File: src/rtl/mdu_mul_seq_if.sv
// Handshake and operand/result bundle between the MDU controller and the
// iterative multiplier. The controller side is the master.
interface mdu_mul_seq_if;
  logic        start;
  logic        is_signed;
  logic [31:0] a;
  logic [31:0] b;
  logic        clr;
  logic [63:0] z;
  logic        busy;
  logic        over;

  modport master (
    output start, is_signed, a, b, clr,
    input  z, busy, over
  );

  modport slave (
    input  start, is_signed, a, b, clr,
    output z, busy, over
  );
endinterface

File: src/rtl/mdu_mul_seq.sv
// Iterative 32x32 multiplier with a start/busy/over handshake.
// The operand magnitudes go through a radix-2 shift-add over 32 cycles.
// The sign is then applied and the 64-bit {hi,lo} product is presented
// together with a one-cycle over strobe.
module mdu_mul_seq (
  input  logic         clk,
  input  logic         reset_n,
  mdu_mul_seq_if.slave bus
);

  typedef enum logic [1:0] {
    IDLE = 2'd0,
    CALC = 2'd1,
    DONE = 2'd2
  } state_t;

  state_t      state_reg, state_next;
  logic [31:0] mcand_reg, mcand_next;
  logic [31:0] mplr_reg, mplr_next;
  logic [63:0] prod_reg, prod_next;
  logic [4:0]  cnt_reg, cnt_next;
  logic        neg_reg, neg_next;
  logic [63:0] z_reg, z_next;

  // Operand magnitudes. These are 32-bit unsigned, so 0x80000000 maps onto itself.
  logic [31:0] a_mag, b_mag;
  assign a_mag = bus.a[31] ? (32'd0 - bus.a) : bus.a;
  assign b_mag = bus.b[31] ? (32'd0 - bus.b) : bus.b;

  // One shift-add step: add the multiplicand into the upper half when the
  // multiplier LSB is set, then shift the 65-bit result right by one.
  logic [32:0] sum;
  logic [63:0] prod_step;
  assign sum       = {1'b0, prod_reg[63:32]} + {1'b0, (mplr_reg[0] ? mcand_reg : 32'd0)};
  assign prod_step = {sum, prod_reg[31:1]};

  // Outputs come straight from registers, so there is no input-to-output path.
  assign bus.busy = (state_reg == CALC);
  assign bus.over = (state_reg == DONE);
  assign bus.z    = z_reg;

  // State and datapath registers, cleared by the asynchronous reset.
  always_ff @(posedge clk or negedge reset_n) begin
    if (!reset_n) begin
      state_reg <= IDLE;
      mcand_reg <= 32'd0;
      mplr_reg  <= 32'd0;
      prod_reg  <= 64'd0;
      cnt_reg   <= 5'd0;
      neg_reg   <= 1'b0;
      z_reg     <= 64'd0;
    end else begin
      state_reg <= state_next;
      mcand_reg <= mcand_next;
      mplr_reg  <= mplr_next;
      prod_reg  <= prod_next;
      cnt_reg   <= cnt_next;
      neg_reg   <= neg_next;
      z_reg     <= z_next;
    end
  end

  // Next-state and datapath logic. clr overrides everything and leaves z intact.
  always_comb begin
    state_next = state_reg;
    mcand_next = mcand_reg;
    mplr_next  = mplr_reg;
    prod_next  = prod_reg;
    cnt_next   = cnt_reg;
    neg_next   = neg_reg;
    z_next     = z_reg;

    case (state_reg)
      IDLE, DONE: begin
        // DONE lasts one cycle. A start seen there chains straight into the next op.
        state_next = IDLE;
        if (bus.start) begin
          state_next = CALC;
          mcand_next = bus.is_signed ? a_mag : bus.a;
          mplr_next  = bus.is_signed ? b_mag : bus.b;
          neg_next   = bus.is_signed & (bus.a[31] ^ bus.b[31]);
          prod_next  = 64'd0;
          cnt_next   = 5'd0;
        end
      end
      CALC: begin
        prod_next = prod_step;
        mplr_next = mplr_reg >> 1;
        cnt_next  = cnt_reg + 5'd1;
        if (cnt_reg == 5'd31) begin
          state_next = DONE;
          z_next     = neg_reg ? (64'd0 - prod_step) : prod_step;
        end
      end
      default: state_next = IDLE;
    endcase

    if (bus.clr) begin
      state_next = IDLE;
      z_next     = z_reg;
    end
  end

endmodule

File: src/flat_wrapper.sv
// flat-port wrapper written by rule: the top's interface ports become plain ports
module mdu_mul_seq_flat 
  (clk, reset_n, bus_start, bus_is_signed, bus_a, bus_b, bus_clr, bus_z, bus_busy, bus_over);
  mdu_mul_seq_if bus_i ();
  input  logic clk;
  input  logic reset_n;
  input wire logic [$bits(bus_i.start)-1:0] bus_start;
  input wire logic [$bits(bus_i.is_signed)-1:0] bus_is_signed;
  input wire logic [$bits(bus_i.a)-1:0] bus_a;
  input wire logic [$bits(bus_i.b)-1:0] bus_b;
  input wire logic [$bits(bus_i.clr)-1:0] bus_clr;
  output wire logic [$bits(bus_i.z)-1:0] bus_z;
  output wire logic [$bits(bus_i.busy)-1:0] bus_busy;
  output wire logic [$bits(bus_i.over)-1:0] bus_over;
  assign bus_i.start = bus_start;
  assign bus_i.is_signed = bus_is_signed;
  assign bus_i.a = bus_a;
  assign bus_i.b = bus_b;
  assign bus_i.clr = bus_clr;
  assign bus_z = bus_i.z;
  assign bus_busy = bus_i.busy;
  assign bus_over = bus_i.over;
  mdu_mul_seq u_core (.clk(clk), .reset_n(reset_n), .bus(bus_i));
endmodule
File: config.mk
export PLATFORM = sky130hd
export DESIGN_NAME = mdu_mul_seq_flat
export DESIGN_NICKNAME = d
export VERILOG_FILES = /design/src/rtl/mdu_mul_seq_if.sv /design/src/rtl/mdu_mul_seq.sv /design/src/flat_wrapper.sv
export SDC_FILE = /design/constraint.sdc
export NUM_CORES = 1
export LEC_CHECK = 0
export CAP_MARGIN = 20
export CELL_PAD_IN_SITES_DETAIL_PLACEMENT = 1
export CELL_PAD_IN_SITES_GLOBAL_PLACEMENT = 1
export CORE_MARGIN = 2
export CORE_UTILIZATION = 44
export DETAILED_ROUTE_END_ITERATION = 7
export PLACE_DENSITY = 0.86
export SYNTH_ARGS = -nofsm -noshare
export SYNTH_HDL_FRONTEND = slang
export SYNTH_SLANG_ARGS = --single-unit
File: constraint.sdc
create_clock -name clk -period 5 [get_ports clk]
set_input_delay 1 -clock clk [delete_from_list [all_inputs] [get_ports clk]]
set_output_delay 1 -clock clk [all_outputs]
set_load 0.02 [all_outputs]
==> flow_summary.ini <==
[routing]
drt-vias-per-instance = 5.891
vias = 10922
drt-total-wl_um = 36450
first_pass_iters = 8
drtAntennaViolNets = 0
drcViolationCount = 0
routedWlPerCell_um = 19.66
drtIter0Drc = 832

[power]
clkPwrFrac = 0.301
combPwrFrac = 0.320
vdd_drop_max_mv = 0.2389
p_sw_frac = 0.3756
leakage_nw = 6.298
internal_power_w = 0.003106
switchingPower_w = 0.001868
pwr-share-seq = 0.380
powerDensity_nw_per_um2 = 338.0

[synth]
synth-main-ff-cell = dfrtp_1
synth_edf_count = 0
synth_area_um2 = 12360
ys_ff_latch = 199
synth_top_area_share = 0.4029
synthArstFlopShare = 1.000
synth_area_leader_cell = dfrtp_1
seq_area_frac_synth = 0.4029
synth_area_leaders = dfrtp_1 40%, o21ai_0 7.3%, xor2_1 5.7%, nand2_1 5.6%, a22o_1 3.9%
synth.distinct_cells = 81
ys_warn_count = 0
syn-num-nets = 1474
syn-instance-count = 1367
syn_avg_cell_area_um2 = 9.041

[critical_path]
path_class = flop to flop
path_cells = buf_4 -> and2_1 -> ha_1 -> o211ai_1 -> o21ai_1 -> nand4_1 -> o211a_1 -> or3_4 -> o41ai_2 -> nand4_1 -> o31ai_1 -> xor2_1 -> o21ai_1
crit_slowest_cell = dfrtp_1
end_kind = flop
cp.required_ps = 5340
crit_fanout = 24
start_kind = flop
crit_arrival_ps = 4890
slowest_delay_ps = 610

[global_routing]
grt_pass1_vias = 11407
grt_util_all_layers = 0.2540
grt_pass1_wl_um = 59590
overflow = 0
grt_start_max_net_pins = 101
antenna_found_initial = 0

[finish]
final_common_cell = dfrtp_1
num_antenna_cells = 0
largest_reg_flops = 64
final_nets = 1570
drive_above_1_share = 0.06369
layout_common_cells = 199 x dfrtp_1, 186 x nand2_1, 180 x o21ai_0, 133 x clkdlybuf4s50_1, 80 x xor2_1
area_growth_syn_to_layout_pct = 19.09
final_cells = 1854

[floorplanning]
coreArea_um2 = 27710
fp-row-count = 61
die_area_um2 = 29450
ios = 135
start_util = 0.4461
die_x_um = 171.6
die_h_um = 171.6

[timing]
rsz0062_at_grt = false
drv_slew = 0
finalCriticalPeriod_ps = 4557
finalSetupTns_ps = 0
fin_skew_ps = 14.23
finalSetupViolCount = 0
worst_pin_slew_ps = 1006
max_slew_margin = 0.3243
fmax_ghz = 0.2194
hold_viol_final = 0
min_period_over_period = 0.9114

[clock_network]
clock-sinks = 199
post_cts_buffers = 0
cts_tree = yes
clockBufferDepth = 2
path_clk_slew_ps = 80
cts_made_buffers = 17
cts_root_buffer = clkbuf_16
htree_levels = 4
clock_latency_ps = 460

[min_path]
hold_class = flop to flop

[place]
gp_congestion = 0.9441
dp.cells = 1822
numPortBuffers = 134
dpl.hpwl_um = 26680

[run_status]
outcome = finished, final reports clean

[run]
cap_violations = 0
==> power by group through the flow <==
stage	combinational [W]	clock, W	sequential, W
6_report	0.00159	0.00150	0.00189
5_1_grt	0.00174	0.00157	0.00191
4_1_cts	0.00157	0.00152	0.00188
3_5_place_dp	0.00156	0	0.00191
3_3_place_gp	0.00149	0	0.00190
2_1_floorplan	0.00110	0	0.00186
==> cells by family (layout without fill, tap and decap cells) <==
family / after synthesis / in the layout / synth area share
AND/OR/NAND/NOR: 449 / 449 / 0.1864
flip-flops: 199 / 199 / 0.4029
XOR/XNOR: 136 / 136 / 0.09698
multiplexers: 6 / 6 / 0.005163
adder cells (fa/ha/maj): 38 / 38 / 0.03908
AO/OA/AOI/OAI: 444 / 444 / 0.2384
buffers and inverters: 95 / 204 / 0.03108
==> worst paths after layout <==
kind,start,end,slack (ps),cells after the start
worst max-delay path,u_core.mplr_reg[0],u_core.bus.z[62],440,13
worst min-delay path,u_core.mcand_reg[17],u_core.mcand_reg[17],480,2
worst max register to register,u_core.mplr_reg[0],u_core.bus.z[62],440,13
worst min register to register,u_core.mcand_reg[17],u_core.mcand_reg[17],480,2
max in group asynchronous,reset_n,u_core.prod_reg[9],3390,2
min in group asynchronous,reset_n,u_core.mcand_reg[3],610,1
==> metrics by stage <==
| step | total power (W) | setup slack [ps] | util | hold WS [ps] | cell area (µm²) |
|---|---|---|---|---|---|
| after floorplan | 0.002964 | 1052 | - | 437.6 | 12360 |
| after global placement | 0.003392 | 671.2 | 0.5073 | 453.5 | 14050 |
| after detailed placement | 0.003470 | 349.4 | 0.5080 | 467.4 | 14070 |
| after CTS | 0.004978 | 345.6 | 0.5311 | 484.2 | 14710 |
| after global routing | 0.005218 | 181.9 | 0.5313 | 511.4 | 14720 |
| final | 0.004975 | 443.0 | 0.5313 | 478.5 | 14720 |
==> worst max-delay path: cells and delay by family, from the launching register on <==
kind,cells,cell delay [ps]
fa+ha+maj,1,460
flops,1,610
compound gates,6,1890
xor+xnor,1,170
buf+inv,1,280
simple gates,4,1010
==> synth_stat cells (all sizes together) (9+ instances only) <==
library cell / n
dfrtp: 199
o21ai: 191
nand2: 186
xor2: 81
clkbuf: 62
nor2: 60
a21oi: 58
a22o: 55
xnor2: 55
and2: 45
ha: 37
a22oi: 31
nor3: 24
nor4: 24
o31ai: 21
nand4: 18
inv: 17
nand3: 17
or3: 17
a21o: 16
buf: 16
o41ai: 11
and3: 9
==> final cells by class <==
cell class                      count  area, µm²
Tap cell                          378      473.0
Sequential cell                   199       4980
Timing Repair Buffer              155       1553
Multi-Input combinational cell   1073       7010
Clock buffer                       17      425.4
Inverter                           17      63.81
Fill cell                        3164      12990
Clock inverter                     15      214.0
==> layer usage <==
| layer | vias to the layer above | GRT usage | part of all wire |
|---|---|---|---|
| met4 | 0 | 0.08069 | 0.018 |
| met5 | - | 0 | 0 |
| met1 | 5450 | 0.3414 | 0.46 |
| met3 | 51 | 0.02577 | 0.039 |
| li1 | 5154 | - | - |
| met2 | 267 | 0.4308 | 0.48 |
==> timing repair <==
action / CTS / global route
endpoints found under the setup margin: 0 / 2
endpoints found under the hold margin: 0 / 0
hold buffers: 0 / 0
gates resized for setup: 0 / 1
Power figures use the tool's default switching activity.
==> RTL change (config.mk and constraints unchanged) <==
Make the reset (`reset_n`) synchronous in one clocked block. Comments in the files are not updated.
--- a/src/rtl/mdu_mul_seq.sv
+++ b/src/rtl/mdu_mul_seq.sv
@@ -40,7 +40,7 @@
   assign bus.z    = z_reg;
 
   // State and datapath registers, cleared by the asynchronous reset.
-  always_ff @(posedge clk or negedge reset_n) begin
+  always_ff @(posedge clk) begin
     if (!reset_n) begin
       state_reg <= IDLE;
       mcand_reg <= 32'd0;
Function: differs if reset_n is asserted again (counterexample within 4 cycles, from zero or initial values and one cycle with reset_n low); with reset_n held inactive, the same outputs for 10 cycles.
==> RTL change against the original RTL <==
First-iteration DRC count is 7.7% lower. Critical path type unchanged. Synthesized area is 4.0% lower. Setup slack worse by 130 ps. Sequential cell count stayed put. Die area is 3.9% lower. Global-route usage is 0.40 points higher. Highest routed layer unchanged. Routed wire length is 1.4% higher. Critical path depth stayed put. Non-clock buffer count is 2 higher. Design area is 3.9% lower.
Power is not compared: it rests on default switching activity, and its combinational part moved more than twofold at a synthesized area within 25%.
==> RTL change: results (changes against the original RTL) <==
- Reg2Reg Setup Slack: 310 ps (was 440 ps)
- Layout cells sized above 1: 5.58% (was 6.37%)
- Pre-CTS WS: 318 ps (was 349 ps)
- Syn_area_per_cell: 7.99 um2 (was 9.04 um2)
- Post-synth top cells: nor2_1, dfxtp_1, nand2_1 (was dfrtp_1, nand2_1, o21ai_0)
- Status: completed (unchanged)
- Yosys cell types: 72 (was 81)
- Fillers: 3216 (was 3164)
- Critical path arrival: 5030 ps (was 4890 ps)
- Worst flop-to-flop path startpoint: u_core.mplr_reg[0] (unchanged)
- Syn_nets: 1591 (was 1474)
- 1st-pass router iterations: 4 (was 8)
- Hold Crit Class: reg -> reg (unchanged)
- Drt total wl: 37.0 mm (was 36.4 mm)
- Dpl cells: 1887 (was 1822)
- First-pass GRT wire length: 59.6 mm (about the same)
- Post-synthesis sequential area ratio: 33.6% (was 40.3%)
- Avg WL per Cell: 19.3 um (was 19.7 um)
- Worst reg2reg endpoint: u_core.bus.z[63] (was u_core.bus.z[62])
- Hpwl dp: 27.4 mm (was 26.7 mm)
- Worst r2r path cells: 13 (unchanged)
- Dpl cell area: 13500 um2 (was 14100 um2)
- Hold Slack: 459 ps (was 478 ps)
- Initial DRC count: 768 (was 832)
- Total number of H-tree levels: 4 (unchanged)
- Largest net degree at the start of global routing: 122 (was 101)
- Hold_sp: u_core.mcand_reg[31] (was u_core.mcand_reg[17])
- Hold endpoint: u_core.mcand_reg[31] (was u_core.mcand_reg[17])
- Final clock skew: 14.6 ps (was 14.2 ps)
- Crit Path Max Fanout: 19 (was 24)
- Finished Cell Area: 14100 um2 (was 14700 um2)
- Via count: 11500 (was 10900)
- Tot GR Track Use: 25.8% (was 25.4%)
- Asr flop ratio synth: 0% (was 100%)
- Vias in the first global route: 11400 (about the same)
- Largest cells by area after synthesis: dfxtp_1, nor2_1, a22oi_1 (was dfrtp_1, o21ai_0, xor2_1)
- Final layout net count: 1672 (was 1570)
- Max-slew headroom: 30.1% (was 32.4%)
-- RTL change: per-layer routing --
metal  vias up  wire [um]  track usage (%)
met2       267      17200             43.6
met1      5627      17700             35.5
li1       5615          -                -
met3        38       1520             2.59
met4         0        535             6.41
met5         -          0                0
-- RTL change: worst max path at each step --
stage,cells after the start,end,slack [ps],from
floorplan,14,u_core.bus.z[62],730,u_core.mplr_reg[0]
global placement,14,u_core.bus.z[62],470,u_core.mplr_reg[0]
detailed placement,14,u_core.bus.z[62],320,u_core.mplr_reg[0]
CTS,14,u_core.bus.z[62],320,u_core.mplr_reg[0]
global route,13,u_core.bus.z[63],40,u_core.mplr_reg[0]
finish,13,u_core.bus.z[63],310,u_core.mplr_reg[0]
-- RTL change: cell families after synthesis --
family	share of synthesized area [%]
adders and majority gates	4.07
muxes	0.517
xor gates and xnor gates	9.23
AOI/OAI and AO/OA	26.9
buffers and inverters	3.66
DFF	33.6
and+or+nand+nor	22.1
-- RTL change: critical path, stage by stage, from the launching register on --
cell and delay [ps]:
dfxtp_1 440, buf_4 250, and2_1 200, fa_1 460
a21o_1 230, and4_1 260, o211ai_1 430, a311oi_1 240
or3_1 390, a221oi_1 410, nand4_1 230, or2_2 340
or4_1 470, o211a_1 220
-- RTL change: layout make-up --
type / count / area share (%)
flip-flops and latches: 199 / 28.2
multi-input cells: 1174 / 52.8
repair buffers: 157 / 10.9
inverters: 16 / 0.460
clock inverters: 15 / 1.65
well taps: 341 / 3.02
clock buffers: 17 / 3.01
-- RTL change: timing repair --
action,CTS,global route
gates resized for setup,0,1
buffers inserted,0,0
endpoints found under the setup margin,0,2
hold buffers,0,0
endpoints found under the hold margin,0,0
-- RTL change: power by group through the flow --
| stage | Sequential [mW] | Combinational (mW) | Clock [mW] |
|---|---|---|---|
| 2_1_floorplan | 1.68 | 0.289 | 0 |
| 3_5_place_dp | 1.69 | 0.451 | 0 |
| 4_1_cts | 1.66 | 0.453 | 1.55 |
| 5_1_grt | 1.66 | 0.497 | 1.61 |
| 3_3_place_gp | 1.69 | 0.436 | 0 |
| 6_report | 1.66 | 0.456 | 1.52 |
